### src/rtl/alu_arbiter.sv
// Purpose: shares one ALU between two requesters, round-robin with an optional ownership lock.
// Latency: request handshake at edge t, EXEC t+1, CAPT t+2, response valid from t+3.
// Backpressure: response holds until RspReady; no request is accepted outside IDLE.
module alu_arbiter (
    input  logic        Clock,
    input  logic        Reset,
    input  logic        ReqValid0,
    input  logic        ReqValid1,
    output logic        ReqReady0,
    output logic        ReqReady1,
    input  logic [15:0] ReqA0,
    input  logic [15:0] ReqA1,
    input  logic [15:0] ReqB0,
    input  logic [15:0] ReqB1,
    input  logic [4:0]  ReqFunSel0,
    input  logic [4:0]  ReqFunSel1,
    input  logic        ReqWF0,
    input  logic        ReqWF1,
    input  logic        ReqLock0,
    input  logic        ReqLock1,
    output logic        RspValid,
    input  logic        RspReady,
    output logic        RspId,
    output logic [15:0] RspResult,
    output logic [3:0]  RspFlags,
    output logic [15:0] AluA,
    output logic [15:0] AluB,
    output logic [4:0]  AluFunSel,
    output logic        AluWF,
    input  logic [15:0] AluOut,
    input  logic [3:0]  AluFlags
);

    typedef enum logic [1:0] {
        IDLE = 2'd0,
        EXEC = 2'd1,
        CAPT = 2'd2,
        RESP = 2'd3
    } state_t;

    state_t      state_q, state_d;
    logic [15:0] a_q, a_d;
    logic [15:0] b_q, b_d;
    logic [4:0]  fun_q, fun_d;
    logic        wf_q, wf_d;
    logic        lock_q, lock_d;     // ownership held by id_q while set
    logic        id_q, id_d;         // current owner / response tag
    logic        last_q, last_d;     // requester granted most recently
    logic [15:0] result_q, result_d;
    logic [3:0]  flags_q, flags_d;

    logic        grant0, grant1;

    // Pick the eligible winner in IDLE: lock owner only, else round-robin on a tie.
    always_comb begin
        grant0 = 1'b0;
        grant1 = 1'b0;
        if (state_q == IDLE) begin
            if (lock_q) begin
                grant0 = ~id_q & ReqValid0;
                grant1 =  id_q & ReqValid1;
            end else if (ReqValid0 && ReqValid1) begin
                grant0 =  last_q;
                grant1 = ~last_q;
            end else begin
                grant0 = ReqValid0;
                grant1 = ReqValid1;
            end
        end
    end

    // Next-state and datapath capture for the IDLE/EXEC/CAPT/RESP sequence.
    always_comb begin
        state_d  = state_q;
        a_d      = a_q;
        b_d      = b_q;
        fun_d    = fun_q;
        wf_d     = wf_q;
        lock_d   = lock_q;
        id_d     = id_q;
        last_d   = last_q;
        result_d = result_q;
        flags_d  = flags_q;
        case (state_q)
            IDLE: begin
                if (grant0 || grant1) begin
                    a_d     = grant1 ? ReqA1      : ReqA0;
                    b_d     = grant1 ? ReqB1      : ReqB0;
                    fun_d   = grant1 ? ReqFunSel1 : ReqFunSel0;
                    wf_d    = grant1 ? ReqWF1     : ReqWF0;
                    lock_d  = grant1 ? ReqLock1   : ReqLock0;
                    id_d    = grant1;
                    last_d  = grant1;
                    state_d = EXEC;
                end
            end
            EXEC: begin
                // ALU result is combinational; flags register on this same edge.
                result_d = AluOut;
                state_d  = CAPT;
            end
            CAPT: begin
                flags_d = AluFlags;
                state_d = RESP;
            end
            RESP: begin
                if (RspReady) begin
                    state_d = IDLE;
                end
            end
            default: state_d = IDLE;
        endcase
    end

    // State and latched-operand registers with asynchronous clear.
    always_ff @(posedge Clock or negedge Reset) begin
        if (!Reset) begin
            state_q  <= IDLE;
            a_q      <= '0;
            b_q      <= '0;
            fun_q    <= '0;
            wf_q     <= 1'b0;
            lock_q   <= 1'b0;
            id_q     <= 1'b0;
            last_q   <= 1'b1;
            result_q <= '0;
            flags_q  <= '0;
        end else begin
            state_q  <= state_d;
            a_q      <= a_d;
            b_q      <= b_d;
            fun_q    <= fun_d;
            wf_q     <= wf_d;
            lock_q   <= lock_d;
            id_q     <= id_d;
            last_q   <= last_d;
            result_q <= result_d;
            flags_q  <= flags_d;
        end
    end

    // Outputs decode directly from registers so reset clears them, AluWF included, at once.
    always_comb begin
        ReqReady0 = grant0;
        ReqReady1 = grant1;
        RspValid  = (state_q == RESP);
        RspId     = id_q;
        RspResult = result_q;
        RspFlags  = flags_q;
        AluA      = a_q;
        AluB      = b_q;
        AluFunSel = fun_q;
        AluWF     = (state_q == EXEC) && wf_q;
    end

endmodule

### config.mk
export PLATFORM = sky130hd
export DESIGN_NAME = alu_arbiter
export DESIGN_NICKNAME = d
export VERILOG_FILES = /design/src/rtl/alu_arbiter.sv
export SDC_FILE = /design/constraint.sdc
export NUM_CORES = 1
export LEC_CHECK = 0
export ABC_CLOCK_PERIOD_IN_PS = 1500
export BUFFER_PORTS_ARGS = -buffer_cell sky130_fd_sc_hd__buf_2
export CAP_MARGIN = 20
export CORE_UTILIZATION = 41
export CTS_BUF_LIST = sky130_fd_sc_hd__clkbuf_8
export DETAILED_ROUTE_END_ITERATION = 16
export PLACE_DENSITY = 0.81
export SYNTH_ARGS = -nofsm -noshare
export SYNTH_HDL_FRONTEND = slang
export SYNTH_SLANG_ARGS = --single-unit
### constraint.sdc
create_clock -name Clock -period 1.5 [get_ports Clock]
set_input_delay 0.075 -clock Clock [delete_from_list [all_inputs] [get_ports Clock]]
set_output_delay 0.075 -clock Clock [all_outputs]
set_load 0.05 [all_outputs]
==> results.ini, run 1 <==
[worst_setup_path]
crit_type=reg2reg
worst-r2r-setup-slack_ns=-0.13
reg2regPathDepth=7
cp-end-kind=flip-flop
crit_end=AluA[12]
critical_path_required_ns=1.71
r2r-end=AluA[12]
critPathLaunch=state_q[0]
reg2reg_from=state_q[0]
cp-start-kind=flip-flop
worstPathArrival_ns=1.83
cp_max_fo=6

[finish]
multiInputGateArea_sq_um=1330
instances_no_fill=558
insertedDiodeCount=0
seq_area_sq_um=1580
drive_above_1_share=0.580
utilization=0.703
fin_nets=564
fillers=493
areaGrowthSynthToFinish_pct=65.1

[placed_design]
dp_hpwl_microns=4980
gp_congestion=0.785
io_buffers=164
dp_cells=502

[clock_network]
cts_max_level=3
clock_sinks=63
cts_max_path_buffers=2
cts-root-buf=clkbuf_8
clkTransAtPathRegs_ns=0.07
clock_latency_ns=0.33
numCtsBuffers=9
cts_tree=built

[timing]
rsz0062_at_grt=true
fin_skew_ns=0.00978
period_share=1.08
tns_ns=-3.54
layout_min_cycle_time_ns=1.63
finalSetupViolations=43
relSlewSlack=0.594
slew_viol_final=0
tightest_slew_ns=0.610
fmax_mhz=615
finalHoldViolations=0
hold_slack_ns=0.0206
layout_setup_ws_ns=-0.125

[route]
routed.top_layer=met4
via_per_inst=4.79
drtIter0Drc=88
met1Wirelength_microns=3350
dr.pass1.iters=4
wl_per_cell_microns=15.2
drc_errors=0
wl_microns=8490
wl_met2_microns=4500
num_vias=2674
ant_nets=0
route.met3.wl_microns=535

[power_and_ir_drop]
max-vdd-ir-drop_v=0.00116
cellLeakagePower_nw=2.21
p_total_mw=12.1
power_density_nw_per_um2=2530

[grt]
antenna_found_initial=0
grt_pass1_vias=2637
grt-ovfl-total=0
grt_max_degree=32
track_usage=0.221
grt_pass1_wl_microns=12500

[synth]
yosysMostFrequentCell=dfrtp_1
synth_commonest_cells=dfrtp_1, mux2i_1, nor2_1, a21oi_1, mux2_2
synth_top_cell_by_area=dfrtp_1
syn-num-nets=348
synth_ff_type=dfrtp_1
ys_ff_latch=63
syn_area_per_cell_sq_um=12.0
ys_seq_area_frac=0.545
synth_edf_count=0
ys_types=27
synthTopCellsByArea=dfrtp_1, mux2i_1, mux2_2, a21oi_1, nor2_1
synth_area_sq_um=2890
synth_top_cell_area_share=0.536
yosys_warnings=0
synthCells=241
synthArstFlopShare=1.00

[floorplanning]
placement_rows=30
die_w_microns=86.0
chipHeight_microns=86.0
dieArea_sq_um=7400
core_sq_um=6790
io_pins=165
initial_core_util=0.426

[status]
violations=setup timing
status=complete, but fails checks

[min_path]
hold_path_class=in2reg

[job]
drv_cap=0

-- metal layers --
metal  vias to the layer above  track usage
met3                        11       0.0452
met2                       113        0.411
met5                         -            0
met1                      1276        0.246
li1                       1274            -
met4                         0       0.0833
-- what timing repair did --
action	4_1_cts	5_1_grt
setup buffers	8	7
endpoints found under the setup margin	43	62
gates resized for setup	34	26
pin swaps	6	7
hold buffers	21	0
gates cloned	3	3
hold endpoints to repair	41	0
-- cell families after synthesis --
family,Yosys count,synth area share
flops,63,0.545
mux,61,0.220
fa+ha+maj,4,0.0173
buf+inv,18,0.0510
compound gates,46,0.0968
simple gates,49,0.0696
-- power by group --
part / switching [mW] / leakage, nW / total [mW] / internal [mW]
logic: 4.85 / 1.39 / 7.53 / 2.68
clock network: 0.627 / 0.108 / 1.47 / 0.844
registers: 0.479 / 0.707 / 3.06 / 2.59
total: 5.96 / 2.21 / 12.1 / 6.11
-- placed cells by master (no fill, tap or decap), types with 2 or more instances in the layout --
master / n
a21oi_1: 31
a21oi_2: 8
buf_12: 7
buf_2: 161
buf_4: 12
buf_6: 10
buf_8: 5
clkbuf_16: 3
clkbuf_8: 11
dfrtp_1: 60
dfrtp_2: 2
dlygate4sd3_1: 21
ha_4: 3
inv_1: 3
inv_2: 2
mux2_2: 20
mux2i_1: 32
mux2i_2: 3
mux2i_4: 5
nor2_1: 40
nor3b_1: 2
-- sequential cells by signal (all words and copies together), names as in the netlist, 2 cells and up --
name       cells
AluA          16
AluB          16
RspResult     16
AluFunSel      5
RspFlags       4
state_q        2
-- through the flow --
| step | worst slack (ns) | instance area (sq um) |
|---|---|---|
| after global placement | -0.0960 | 3890 |
| after CTS | -0.103 | 4600 |
| final | -0.125 | 4780 |
| after global routing | -0.175 | 4780 |
| after detailed placement | -0.189 | 3890 |
| after floorplan | -0.0859 | 2910 |
-- worst max-delay path: stages, from the launching register on --
cell      delay, ns
dfrtp_1        0.40
inv_2          0.09
ha_4           0.16
o2111a_2       0.27
buf_12         0.15
buf_12         0.13
mux2i_2        0.22
a21oi_2        0.07
-- worst min path at each step --
stage                              from           end  slack, ns  cells after the start
after CTS                     ReqB0[13]      AluB[13]      0.007                      3
after global routing           ReqA0[8]       AluA[8]       0.03                      3
after floorplan                   Reset       AluA[0]      -0.22                      0
after detailed placement          Reset  RspResult[4]       0.12                      1
after global placement            Reset  RspResult[4]       0.12                      1
final                     ReqFunSel0[3]  AluFunSel[3]       0.02                      3
-- layout make-up --
cell class | count | area share
Sequential cell | 63 | 0.331
Timing Repair Buffer | 220 | 0.322
Multi-Input combinational cell | 160 | 0.278
Clock buffer | 11 | 0.0317
Tap cell | 96 | 0.0251
Clock inverter | 5 | 0.0105
Inverter | 3 | 0.00236
(Power assumes the default switching activity.)
==> run 2, diff against run 1 <==
--- a/config.mk
+++ b/config.mk
@@ -8,9 +8,11 @@
 export ABC_CLOCK_PERIOD_IN_PS = 1500
 export BUFFER_PORTS_ARGS = -buffer_cell sky130_fd_sc_hd__buf_2
 export CAP_MARGIN = 20
+export CORE_MARGIN = 1.5
 export CORE_UTILIZATION = 41
 export CTS_BUF_LIST = sky130_fd_sc_hd__clkbuf_8
 export DETAILED_ROUTE_END_ITERATION = 16
+export GPL_TIMING_DRIVEN = 0
 export PLACE_DENSITY = 0.81
 export SYNTH_ARGS = -nofsm -noshare
 export SYNTH_HDL_FRONTEND = slang
==> results.ini, run 2 (synthesis results as in run 1) <==
[status]
violations=setup timing  ; unchanged
status=complete, but fails checks  ; unchanged

[power_and_ir_drop]
cellLeakagePower_nw=2.25  ; was 2.21 nW
max-vdd-ir-drop_v=0.00123  ; was 0.00116 V
power_density_nw_per_um2=2520  ; was 2530 nW/um^2
p_total_mw=12.1  ; about the same

[worst_setup_path]
worst-r2r-setup-slack_ns=-0.16  ; was -0.13 ns
crit_type=reg2out  ; was reg2reg
cp-start-kind=flip-flop  ; unchanged
r2r-end=AluA[1]  ; was AluA[12]
critical_path_required_ns=1.42  ; was 1.71 ns
cp-end-kind=output pin  ; was flip-flop
reg2reg_from=state_q[0]  ; unchanged
worstPathArrival_ns=1.58  ; was 1.83 ns
reg2regPathDepth=8  ; was 7
cp_max_fo=6  ; unchanged

[placed_design]
io_buffers=164  ; unchanged
dp_hpwl_microns=5280  ; was 4980 microns
dp_cells=502  ; unchanged
gp_congestion=0.726  ; was 0.785
placed_area_sq_um=3870  ; was 3890 sq um
pre_cts_ws_ns=-0.466  ; was -0.189 ns

[timing]
slew_viol_final=0  ; unchanged
period_share=1.11  ; was 1.08
finalHoldViolations=0  ; unchanged
relSlewSlack=0.512  ; was 0.594
fin_skew_ns=0.0108  ; was 0.00978 ns
layout_setup_ws_ns=-0.158  ; was -0.125 ns
tightest_slew_ns=0.732  ; was 0.610 ns
finalSetupViolations=44  ; was 43
rsz0062_at_grt=true  ; unchanged
layout_min_cycle_time_ns=1.66  ; was 1.63 ns
fmax_mhz=603  ; was 615 MHz

[grt]
grt_pass1_vias=2600  ; was 2637
grt_max_degree=34  ; was 32
globalRouteMet3Util=0.0436  ; was 0.0452
grt.met1_usage=0.242  ; was 0.246
use_met2=0.362  ; was 0.411
track_usage=0.207  ; was 0.221
antenna_found_initial=0  ; unchanged
grt-ovfl-total=0  ; unchanged
grt_pass1_wl_microns=11900  ; was 12500 microns
grt.busiest_layer=met2  ; unchanged

[clock_network]
cts_tree=built  ; unchanged
numCtsBuffers=9  ; unchanged
clock_sinks=63  ; unchanged
cts_max_level=3  ; unchanged
cts-root-buf=clkbuf_8  ; unchanged
cts_max_path_buffers=2  ; unchanged
clock_latency_ns=0.33  ; about the same
clkTransAtPathRegs_ns=0.07  ; about the same

[min_path]
min_from=ReqLock0  ; was ReqFunSel0[3]
hold_path_class=in2reg  ; unchanged
min_to=lock_q  ; was AluFunSel[3]
hold_depth=3  ; unchanged

[finish]
multiInputGateArea_sq_um=1300  ; was 1330 sq um
instances_no_fill=564  ; was 558
drive_above_1_share=0.585  ; was 0.580
insertedDiodeCount=0  ; unchanged
seq_area_sq_um=1580  ; about the same
fillers=499  ; was 493
final_common_cell=buf_2  ; unchanged
fin_nets=570  ; was 564
layout_common_cells=buf_2, dfrtp_1, nor2_1  ; unchanged
final_area_sq_um=4790  ; was 4780 sq um
areaGrowthSynthToFinish_pct=65.5  ; was 65.1%

[floorplanning]
initial_core_util=0.426  ; unchanged
io_pins=165  ; unchanged
die_w_microns=87.0  ; was 86.0 microns
dieArea_sq_um=7570  ; was 7400 sq um
placement_rows=30  ; unchanged
core_sq_um=6790  ; unchanged
chipHeight_microns=87.0  ; was 86.0 microns

[route]
wl_per_cell_microns=14.8  ; was 15.2 microns
drc_errors=0  ; unchanged
ant_nets=0  ; unchanged
via_per_inst=4.70  ; was 4.79
wl_microns=8350  ; was 8490 microns
dr.pass1.iters=4  ; unchanged
num_vias=2653  ; was 2674
drtIter0Drc=29  ; was 88

[job]
drv_cap=0  ; unchanged

## run 2: metal layers
layer	up-vias	share of wire
met4	0	0.019
li1	1283	-
met1	1230	0.41
met3	14	0.066
met5	-	0
met2	126	0.50
## run 2: critical path, cell delays in order, from the launching register on
cell and delay [ns]:
dfstp_2 0.53, nand2_1 0.05, o2111a_1 0.24, buf_6 0.14
buf_12 0.14, buf_12 0.14
## run 2: worst max-delay path by stage
stage | startpoint | to | cells past startpoint
finish | last_q | ReqReady1 | 5
global route | state_q[0] | AluA[1] | 8
detailed placement | state_q[0] | AluB[12] | 7
floorplan | RspId | AluB[0] | 6
global placement | state_q[0] | wf_q | 6
CTS | state_q[0] | AluA[2] | 8
## run 2: where the power goes
group          switching, mW  internal, mW  leakage (nW)
clock network          0.619         0.912         0.117
registers              0.485          2.58         0.708
logic                   4.82          2.66          1.42
total                   5.92          6.16          2.25
## run 2: timing repair
| item | CTS | global route |
|---|---|---|
| resized for setup | 50 | 21 |
| endpoints found under the setup margin | 53 | 51 |
| setup buffers | 15 | 8 |
| cloned | 2 | 1 |
| endpoints found under the hold margin | 50 | 0 |
| hold buffers | 21 | 0 |
| pin swaps | 9 | 11 |
## run 2: cell type report
class                      count  area share
multi-input combinational    160       0.271
tap                           96      0.0251
buffer                        15      0.0429
clock buffer                   9      0.0259
sequential                    63       0.330
inverter                       3     0.00235
clock inverter                 7      0.0170
timing repair buffer         211       0.286
## run 2: metrics by stage
stage | TNS (ns) | utilization | hold slack, ns
after floorplan | -2.24 | - | -0.221
after global placement | -13.77 | 0.567 | 0.309
after detailed placement | -15.84 | 0.570 | 0.165
after CTS | -4.66 | 0.682 | 0.00764
after global routing | -9.02 | 0.705 | 0.0346
final | -4.77 | 0.705 | 0.0226
